File: src/rtl/axi_rd_arbiter_n.sv
// N-master to 1-slave arbiter for the AXI4 read path (AR + R channels).
// Fixed-priority or round-robin selection; the grant is held from AR request through the rlast beat.
module axi_rd_arbiter_n #(
  parameter int NUM_MASTERS = 2,
  parameter int ADDR_WIDTH  = 32,
  parameter int DATA_WIDTH  = 32,
  parameter int RR_MODE     = 0
) (
  input  logic                              clk,
  input  logic                              rst,
  input  logic [NUM_MASTERS-1:0]            m_arvalid,
  input  logic [NUM_MASTERS*ADDR_WIDTH-1:0] m_araddr,
  input  logic [NUM_MASTERS*8-1:0]          m_arlen,
  output logic [NUM_MASTERS-1:0]            m_arready,
  output logic [NUM_MASTERS-1:0]            m_rvalid,
  output logic [DATA_WIDTH-1:0]             m_rdata,
  output logic [1:0]                        m_rresp,
  output logic                              m_rlast,
  input  logic [NUM_MASTERS-1:0]            m_rready,
  output logic                              io_master_arvalid,
  input  logic                              io_master_arready,
  output logic [ADDR_WIDTH-1:0]             io_master_araddr,
  output logic [7:0]                        io_master_arlen,
  input  logic                              io_master_rvalid,
  output logic                              io_master_rready,
  input  logic [DATA_WIDTH-1:0]             io_master_rdata,
  input  logic [1:0]                        io_master_rresp,
  input  logic                              io_master_rlast,
  output logic [NUM_MASTERS-1:0]            grant,
  output logic                              busy
);

  localparam int IDX_W = (NUM_MASTERS > 1) ? $clog2(NUM_MASTERS) : 1;

  typedef enum logic [1:0] {
    IDLE,
    ADDR,
    DATA
  } state_t;

  state_t           state;
  logic [IDX_W-1:0] owner;
  logic [IDX_W-1:0] rr_ptr;
  logic [IDX_W-1:0] win_idx;
  logic [IDX_W-1:0] cand;
  logic             win_found;
  logic             any_req;

  logic [ADDR_WIDTH-1:0] addr_arr [NUM_MASTERS];
  logic [7:0]            len_arr  [NUM_MASTERS];

  for (genvar i = 0; i < NUM_MASTERS; i++) begin : g_unpack
    assign addr_arr[i] = m_araddr[i*ADDR_WIDTH +: ADDR_WIDTH];
    assign len_arr[i]  = m_arlen[i*8 +: 8];
  end

  assign any_req = |m_arvalid;

  // Round-robin scans upward from the slot after the last AR winner; fixed mode keeps the highest index.
  always_comb begin
    // NOTE: every variable written here gets a default first, so no path can infer a latch.
    win_idx   = '0;
    win_found = 1'b0;
    cand      = '0;
    if (RR_MODE != 0) begin
      for (int off = 1; off <= NUM_MASTERS; off++) begin
        cand = IDX_W'((int'(rr_ptr) + off) % NUM_MASTERS);
        if (!win_found && m_arvalid[cand]) begin
          win_found = 1'b1;
          win_idx   = cand;
        end
      end
    end else begin
      for (int i = 0; i < NUM_MASTERS; i++) begin
        if (m_arvalid[i]) win_idx = IDX_W'(i);
      end
    end
  end

  always_ff @(posedge clk) begin
    // NOTE: registers use non-blocking assignments so every flop samples the pre-edge values.
    if (rst) begin
      state  <= IDLE;
      grant  <= '0;
      owner  <= '0;
      rr_ptr <= IDX_W'(NUM_MASTERS - 1);
    end else begin
      case (state)
        IDLE: begin
          if (any_req) begin
            state <= ADDR;
            owner <= win_idx;
            grant <= NUM_MASTERS'(1) << win_idx;
          end
        end
        ADDR: begin
          // A request withdrawn before its handshake releases the bus without moving the RR pointer.
          if (!m_arvalid[owner]) begin
            state <= IDLE;
            grant <= '0;
          end else if (io_master_arready) begin
            state  <= DATA;
            rr_ptr <= owner;
          end
        end
        DATA: begin
          if (io_master_rvalid && m_rready[owner] && io_master_rlast) begin
            state <= IDLE;
            grant <= '0;
          end
        end
        default: begin
          state <= IDLE;
          grant <= '0;
        end
      endcase
    end
  end

  // Channel routing is purely combinational from the registered owner, so R beats see no added latency.
  always_comb begin
    io_master_arvalid = 1'b0;
    io_master_araddr  = '0;
    io_master_arlen   = '0;
    m_arready         = '0;
    io_master_rready  = 1'b0;
    m_rvalid          = '0;
    m_rdata           = '0;
    m_rresp           = '0;
    m_rlast           = 1'b0;
    case (state)
      ADDR: begin
        io_master_arvalid = m_arvalid[owner];
        io_master_araddr  = addr_arr[owner];
        io_master_arlen   = len_arr[owner];
        m_arready         = io_master_arready ? grant : '0;
      end
      DATA: begin
        io_master_rready = m_rready[owner];
        m_rvalid         = io_master_rvalid ? grant : '0;
        m_rdata          = io_master_rdata;
        m_rresp          = io_master_rresp;
        m_rlast          = io_master_rlast;
      end
      default: ;
    endcase
  end

  assign busy = (state != IDLE);

endmodule

File: config.mk
export PLATFORM = sky130hd
export DESIGN_NAME = axi_rd_arbiter_n
export DESIGN_NICKNAME = d
export VERILOG_FILES = /design/src/rtl/axi_rd_arbiter_n.sv
export SDC_FILE = /design/constraint.sdc
export NUM_CORES = 1
export LEC_CHECK = 0
export ABC_AREA = 1
export CAP_MARGIN = 20
export CORE_AREA = 2 2 80 82
export DETAILED_ROUTE_END_ITERATION = 16
export DIE_AREA = 0 0 82 84
export GPL_ROUTABILITY_DRIVEN = 0
export GPL_TIMING_DRIVEN = 0
export PLACE_DENSITY = 0.77
export SLEW_MARGIN = 5
export SYNTH_ARGS = -nofsm -noshare
export SYNTH_HDL_FRONTEND = slang
export SYNTH_SLANG_ARGS = --single-unit
export TNS_END_PERCENT = 100
File: constraint.sdc
create_clock -name clk -period 1.3 [get_ports clk]
set_input_delay 0.26 -clock clk [delete_from_list [all_inputs] [get_ports clk]]
set_output_delay 0.26 -clock clk [all_outputs]
set_load 0.01 [all_outputs]
==> results of run 1 <==
[layer usage]
metal  part of all wire [%]  wire length, µm  track usage (%)
met1                     37             2750             21.1
met2                     53             3940             34.8
met4                    1.7              125             4.55
met3                    8.2              609             3.25
met5                      0                0                0
[worst max-delay path by stage]
stage | endpoint | slack, ps
2_1_floorplan | m_rdata[11] | 80
3_3_place_gp | io_master_arvalid | -580
3_5_place_dp | io_master_arvalid | -580
4_1_cts | io_master_araddr[12] | -220
5_1_grt | io_master_araddr[3] | -240
6_report | io_master_araddr[18] | -190
[flip-flops by register name, indices dropped and copies added, names as in the netlist]
| signal | flops |
|---|---|
| owner | 1 |
| state | 2 |
| grant | 2 |
[final cells by class]
type	count	area, µm²
repair buffers	220	1900
inverters	49	201
well taps	77	96.3
multi-input cells	195	1090
repair inverters	1	8.76
fillers	591	2430
clock buffers	4	45.0
plain buffers	16	220
flip-flops and latches	5	106
[layout by cell type, fill, tap and decap left out, types with 3 or more instances in the layout]
cell type	n
clkdlybuf4s50_1	119
nand3_1	3
buf_6	29
buf_4	5
buf_8	6
a21oi_2	23
dlygate4sd2_1	4
inv_2	3
nand2_2	9
a21oi_1	21
clkbuf_8	3
nor2_1	18
buf_2	67
nor2_4	16
inv_1	43
nand2_1	88
nor2_2	10
[repair_timing]
action | CTS | global route
gates resized for setup | 408 | 77
gates cloned | 5 | 3
endpoints found under the setup margin | 84 | 83
pin swaps | 5 | 9
setup buffers | 4 | 3
[power groups by stage]
stage                     logic [mW]  clock network, mW  registers (mW)
after global placement          1.40                  0           0.191
final                           1.64              0.297           0.200
after floorplan                0.555                  0           0.196
after detailed placement        1.41                  0           0.192
after global routing            1.77              0.311           0.202
after CTS                       1.44              0.302           0.199
[worst min-delay path: cells and delay by family (launching register included)]
| family | cells | cell delay, ps |
|---|---|---|
| flops | 1 | 310 |
| simple gates | 2 | 150 |
[cell families after synthesis]
group           after synthesis
simple gates                150
buf+inv                      66
compound gates               45
flops                         5
[through the flow]
step / std cells / hold WS [ps] / area (µm²)
finish: 567 / 502 / 3670
detailed placement: 549 / 502 / 3360
floorplan: 266 / 329 / 1200
global route: 567 / 529 / 3670
global placement: 549 / 493 / 3360
CTS: 562 / 505 / 3310
[synthesized netlist by cell type]
| master | count |
|---|---|
| o21ai_0 | 1 |
| dfxtp_1 | 5 |
| buf_4 | 3 |
| nand2_4 | 1 |
| nand3_1 | 3 |
| inv_1 | 45 |
| nor2_2 | 2 |
| inv_2 | 3 |
| nor2_1 | 41 |
| a21oi_1 | 43 |
| a21oi_2 | 1 |
| nor2_4 | 1 |
| nand2_1 | 96 |
| inv_4 | 1 |
| buf_2 | 14 |
| nand2_2 | 2 |
| nor3_1 | 4 |
==> flow_metrics.env, run 1 <==
export IMPL_yosysSeqAreaShare_pct=8.31
export IMPL_whs_endpoint="grant[1]"
export IMPL_pin_count=207
export IMPL_fin_ws_ps=-189
export IMPL_grt_pass1_vias=2237
export IMPL_reg2regPathDepth=11
export IMPL_r2r_end="grant[1]"
export IMPL_clkPwrFrac_pct=13.9
export IMPL_num_rows=29
export IMPL_synth_seq_cells=5
export IMPL_die_area_um2=6890
export IMPL_portBuffers=206
export IMPL_synth_warnings=0
export IMPL_rsz0062_at_grt="yes"
export IMPL_path_cells="nor2_4 > inv_4 > buf_6 > a21oi_1 > buf_2"
export IMPL_drtPass1Iterations=4
export IMPL_h_tree_depth=1
export IMPL_critical_path_slowest_cell="dfxtp_4"
export IMPL_cts_tree="done"
export IMPL_period_needed_ps=1490
export IMPL_wl_per_cell_um=13.1
export IMPL_power_frac_comb_pct=76.8
export IMPL_drive_gt1_share_pct=38.4
export IMPL_finalClockSkew_ps=0.558
export IMPL_p_total_mw=2.14
export IMPL_final_util_pct=60.2
export IMPL_critPathKind="reg -> out"
export IMPL_violations="negative setup slack"
export IMPL_overflow=0
export IMPL_die_height_um=84
export IMPL_nNetsFinal=614
export IMPL_yosysTopAreaCell="nand2_1"
export IMPL_r2r_setup_slack_ps=80
export IMPL_antenna_found_initial=0
export IMPL_syn_to_final_growth_pct=204
export IMPL_leakage_nw=1.89
export IMPL_vias=2412
export IMPL_die_w_um=82
export IMPL_cts_made_buffers=3
export IMPL_ys_types=17
export IMPL_fmax_mhz=672
export IMPL_synth_fa_ha_area_share_pct=0
export IMPL_hold_violations=0
export IMPL_cts_root_buf="clkbuf_8"
export IMPL_synth_nets=389
export IMPL_post_dp_hpwl_mm=5.47
export IMPL_crit_start="state[1]"
export IMPL_vias_per_cell=4.25
export IMPL_r2r_start="owner"
export IMPL_clk_insertion_delay_late_ps=230
export IMPL_crit_path_start_kind="flop"
export IMPL_synth_compound_area_share_pct=19.0
export IMPL_grt_start_max_net_pins=11
export IMPL_maxSlewHeadroom_pct=82.8
export IMPL_syn_area_um2=1200
export IMPL_postRouteAntennaNets=0
export IMPL_cts_buffer_depth=2
export IMPL_cp_depth=5
export IMPL_hp_class="reg -> reg"
export IMPL_cap_violations=0
export IMPL_worst_pin_slew_ps=256
export IMPL_cp_end_kind="output pin"
export IMPL_drc=0
export IMPL_synth_mux_area_share_pct=0
export IMPL_worst_path_max_fanout=10
export IMPL_fp_coreArea_um2=6100
export IMPL_yosysTopAreaCellShare_pct=29.9
export IMPL_cts_hold_fix_buffers=0
export IMPL_syn_area_per_cell_um2=4.53
export IMPL_cp_arrival_ps=1230
export IMPL_required_ps=1040
export IMPL_internal_power_mw=1.26
export IMPL_grt_pass1_wl_mm=10.4
export IMPL_grt_total_usage_pct=18.6
export IMPL_finalSetupTns_ps=-10460
export IMPL_cpPeakStageDelay_ps=360
export IMPL_drt_total_wl_mm=7.43
export IMPL_powerDensity_nw_per_um2=583
export IMPL_synth_cells=266
export IMPL_p_sw_share_pct=41.0
export IMPL_start_util_pct=19.8
export IMPL_period_share_pct=115
export IMPL_status="finished, violations left"
export IMPL_cp_num_buf_inv=3
export IMPL_drt_initial_drc_count=53
export IMPL_holdPathStages=2
export IMPL_p_switching_mw=0.877
export IMPL_synth_top_family_by_area="simple AND/OR/NAND/NOR gates"
export IMPL_slew_violations=0
export IMPL_vdd_ir_drop_max_mv=0.365
export IMPL_place_ws_ps=-581
export IMPL_yosys_area_share_simple_pct=49.5
export IMPL_path_delay_family="buffers and inverters"
export IMPL_hp_start="grant[1]"
export IMPL_pwr_share_seq_pct=9.3
export IMPL_synth_top_cells_by_area="nand2_1, a21oi_1, inv_1, nor2_1, dfxtp_1"
export IMPL_num_antenna_cells=0
export IMPL_cts_sinks=5
export IMPL_synth_xor_area_share_pct=0
export IMPL_setup_viol=79
export IMPL_clk_pin_slew_ps=40
Power figures use the tool's default switching activity.
==> run 2, diff against run 1 <==
--- a/config.mk
+++ b/config.mk
@@ -7,12 +7,15 @@
 export LEC_CHECK = 0
 export ABC_AREA = 1
 export CAP_MARGIN = 20
-export CORE_AREA = 2 2 80 82
+export CELL_PAD_IN_SITES_DETAIL_PLACEMENT = 0
+export CELL_PAD_IN_SITES_GLOBAL_PLACEMENT = 1
+export CORE_ASPECT_RATIO = 1.5
+export CORE_MARGIN = 1.5
+export CORE_UTILIZATION = 11
 export DETAILED_ROUTE_END_ITERATION = 16
-export DIE_AREA = 0 0 82 84
 export GPL_ROUTABILITY_DRIVEN = 0
 export GPL_TIMING_DRIVEN = 0
-export PLACE_DENSITY = 0.77
+export PLACE_DENSITY_LB_ADDON = 0.1
 export SLEW_MARGIN = 5
 export SYNTH_ARGS = -nofsm -noshare
 export SYNTH_HDL_FRONTEND = slang
==> flow_metrics.env, run 2 (synthesis results as in run 1) <==
export IMPL_nNetsFinal=619
export IMPL_most_common_layout_cells="clkdlybuf4s50_1, nand2_1, buf_2"
export IMPL_seq_area_um2=106
export IMPL_worst_pin_slew_ps=204
export IMPL_vdd_ir_drop_max_mv=0.338
export IMPL_postRouteAntennaNets=0
export IMPL_pin_count=207
export IMPL_die_height_um=131
export IMPL_clk_pin_slew_ps=30
export IMPL_wl_per_cell_um=12.4
export IMPL_vias=2458
export IMPL_critical_path_slowest_cell="dfxtp_2"
export IMPL_cap_violations=0
export IMPL_hp_start="m_arvalid[1]"
export IMPL_endpoint="io_master_araddr[23]"
export IMPL_overflow=0
export IMPL_reg2regPathDepth=8
export IMPL_setup_viol=81
export IMPL_num_rows=46
export IMPL_place_inst=616
export IMPL_final_common_cell="clkdlybuf4s50_1"
export IMPL_num_antenna_cells=0
export IMPL_period_needed_ps=1510
export IMPL_cp_end_kind="output pin"
export IMPL_r2r_end="grant[1]"
export IMPL_maxSlewHeadroom_pct=86.2
export IMPL_cp_arrival_ps=1250
export IMPL_cts_root_buf="clkbuf_16"
export IMPL_drt_total_wl_mm=7.91
export IMPL_worst_path_max_fanout=10
export IMPL_cts_buffer_depth=2
export IMPL_clk_insertion_delay_late_ps=230
export IMPL_cpPeakStageDelay_ps=330
export IMPL_slew_violations=0
export IMPL_holdPathStages=3
export IMPL_portBuffers=206
export IMPL_grt_pass1_wl_mm=11.2
export IMPL_syn_to_final_growth_pct=239
export IMPL_drt_initial_drc_count=26
export IMPL_multi_input_area_um2=1190
export IMPL_place_ws_ps=-610
export IMPL_crit_path_start_kind="flop"
export IMPL_drc=0
export IMPL_r2r_setup_slack_ps=110
export IMPL_vias_per_cell=3.85
export IMPL_cts_made_buffers=3
export IMPL_reg_top3="grant: 2 flops, state: 2 flops, owner: 1 flops"
export IMPL_violations="negative setup slack"
export IMPL_r2r_start="owner"
export IMPL_period_share_pct=116
export IMPL_path_cells="inv_2 > nor2_4 > inv_6 > buf_6 > a21oi_1 > buf_2"
export IMPL_antenna_found_initial=0
export IMPL_grt_start_max_net_pins=11
export IMPL_grt_total_usage_pct=12.1
export IMPL_cts_sinks=5
export IMPL_drtPass1Iterations=4
export IMPL_layoutNonFillerInstCount=639
export IMPL_crit_start="state[0]"
export IMPL_grt_pass1_vias=2241
export IMPL_hold_ws_ps=414
export IMPL_die_area_um2=11600
export IMPL_finalClockSkew_ps=0.332
export IMPL_fmax_mhz=661
export IMPL_cts_hold_fix_buffers=0
export IMPL_leakage_nw=2.01
export IMPL_drive_gt1_share_pct=41.2
export IMPL_die_w_um=88.5
export IMPL_powerDensity_nw_per_um2=613
export IMPL_fill_cells=1157
export IMPL_hold_violations=0
export IMPL_hp_class="in -> reg"
export IMPL_fin_ws_ps=-212
export IMPL_rsz0062_at_grt="yes"
export IMPL_h_tree_depth=1
export IMPL_critPathKind="reg -> out"
export IMPL_required_ps=1040
export IMPL_cts_tree="done"
export IMPL_status="finished, violations left"
export IMPL_finalSetupTns_ps=-13250
export IMPL_fp_coreArea_um2=10600
export IMPL_start_util_pct=11.3
export IMPL_post_dp_hpwl_mm=6.09
==> run 2: changes by cell type in the layout (fill, tap and decap cells not counted), moves of 3 or more <==
cell / delta
a21oi_2: -4
nor2_4: +8
nor2_1: -5
buf_2: -12
clkbuf_8: -3
nand2_1: -9
nand2_2: +3
buf_8: +7
buf_4: +5
clkbuf_16: +4
buf_6: +5
nor2_2: -3
nand2_4: +6
a21oi_1: +4
==> run 2: report_power, final <==
group	switching (mW)	internal, mW	total [mW]
logic	0.823	0.982	1.81
registers	0.0188	0.178	0.197
clock network	0.0953	0.406	0.501
==> run 2: what timing repair did <==
action | 4_1_cts | 5_1_grt
pin swaps | 5 | 9
buffers inserted | 9 | 5
cloned | 4 | 3
setup endpoints to repair | 84 | 85
gates resized for setup | 412 | 124
==> run 2: layout make-up <==
type,instances,share of cell area [%]
Clock buffer,4,1.93
Multi-Input combinational cell,195,29.1
Sequential cell,5,2.60
Tap cell,144,4.41
Inverter,49,5.27
Timing Repair Buffer,226,51.1
Buffer,16,5.54
==> run 2: worst min path at each step <==
stage | end | slack (ps)
floorplan | owner | 330
global placement | grant[0] | 500
detailed placement | grant[0] | 500
CTS | grant[0] | 510
global route | owner | 470
finish | owner | 410
==> run 2: worst max-delay path: cells and delay by family, from the launching register on <==
kind	cells	cell delay (ps)
buf+inv	4	450
flops	1	330
simple gates	1	130
compound gates	1	120
==> run 2: per-stage QoR <==
stage	total power, mW	area, µm²	utilization, %
after floorplan	0.750	1200	-
after global placement	1.63	3450	32.4
after detailed placement	1.63	3450	32.4
after CTS	2.23	3490	32.8
after global routing	2.68	4090	38.4
final	2.50	4090	38.4
==> run 2: routing by layer <==
layer	vias up	track usage [%]	routed length [µm]
li1	1248	-	-
met1	1062	12.2	2660
met2	140	23.6	4310
met3	8	3.02	818
met4	0	3.13	124
met5	-	0	0
==> run 3, diff against run 2 <==
--- a/config.mk
+++ b/config.mk
@@ -6,7 +6,7 @@
 export NUM_CORES = 1
 export LEC_CHECK = 0
 export ABC_AREA = 1
-export CAP_MARGIN = 20
+export CAP_MARGIN = 30
 export CELL_PAD_IN_SITES_DETAIL_PLACEMENT = 0
 export CELL_PAD_IN_SITES_GLOBAL_PLACEMENT = 1
 export CORE_ASPECT_RATIO = 1.5
==> results of run 3 <==
Final layout, timing and power as in run 2 (identical DEF).
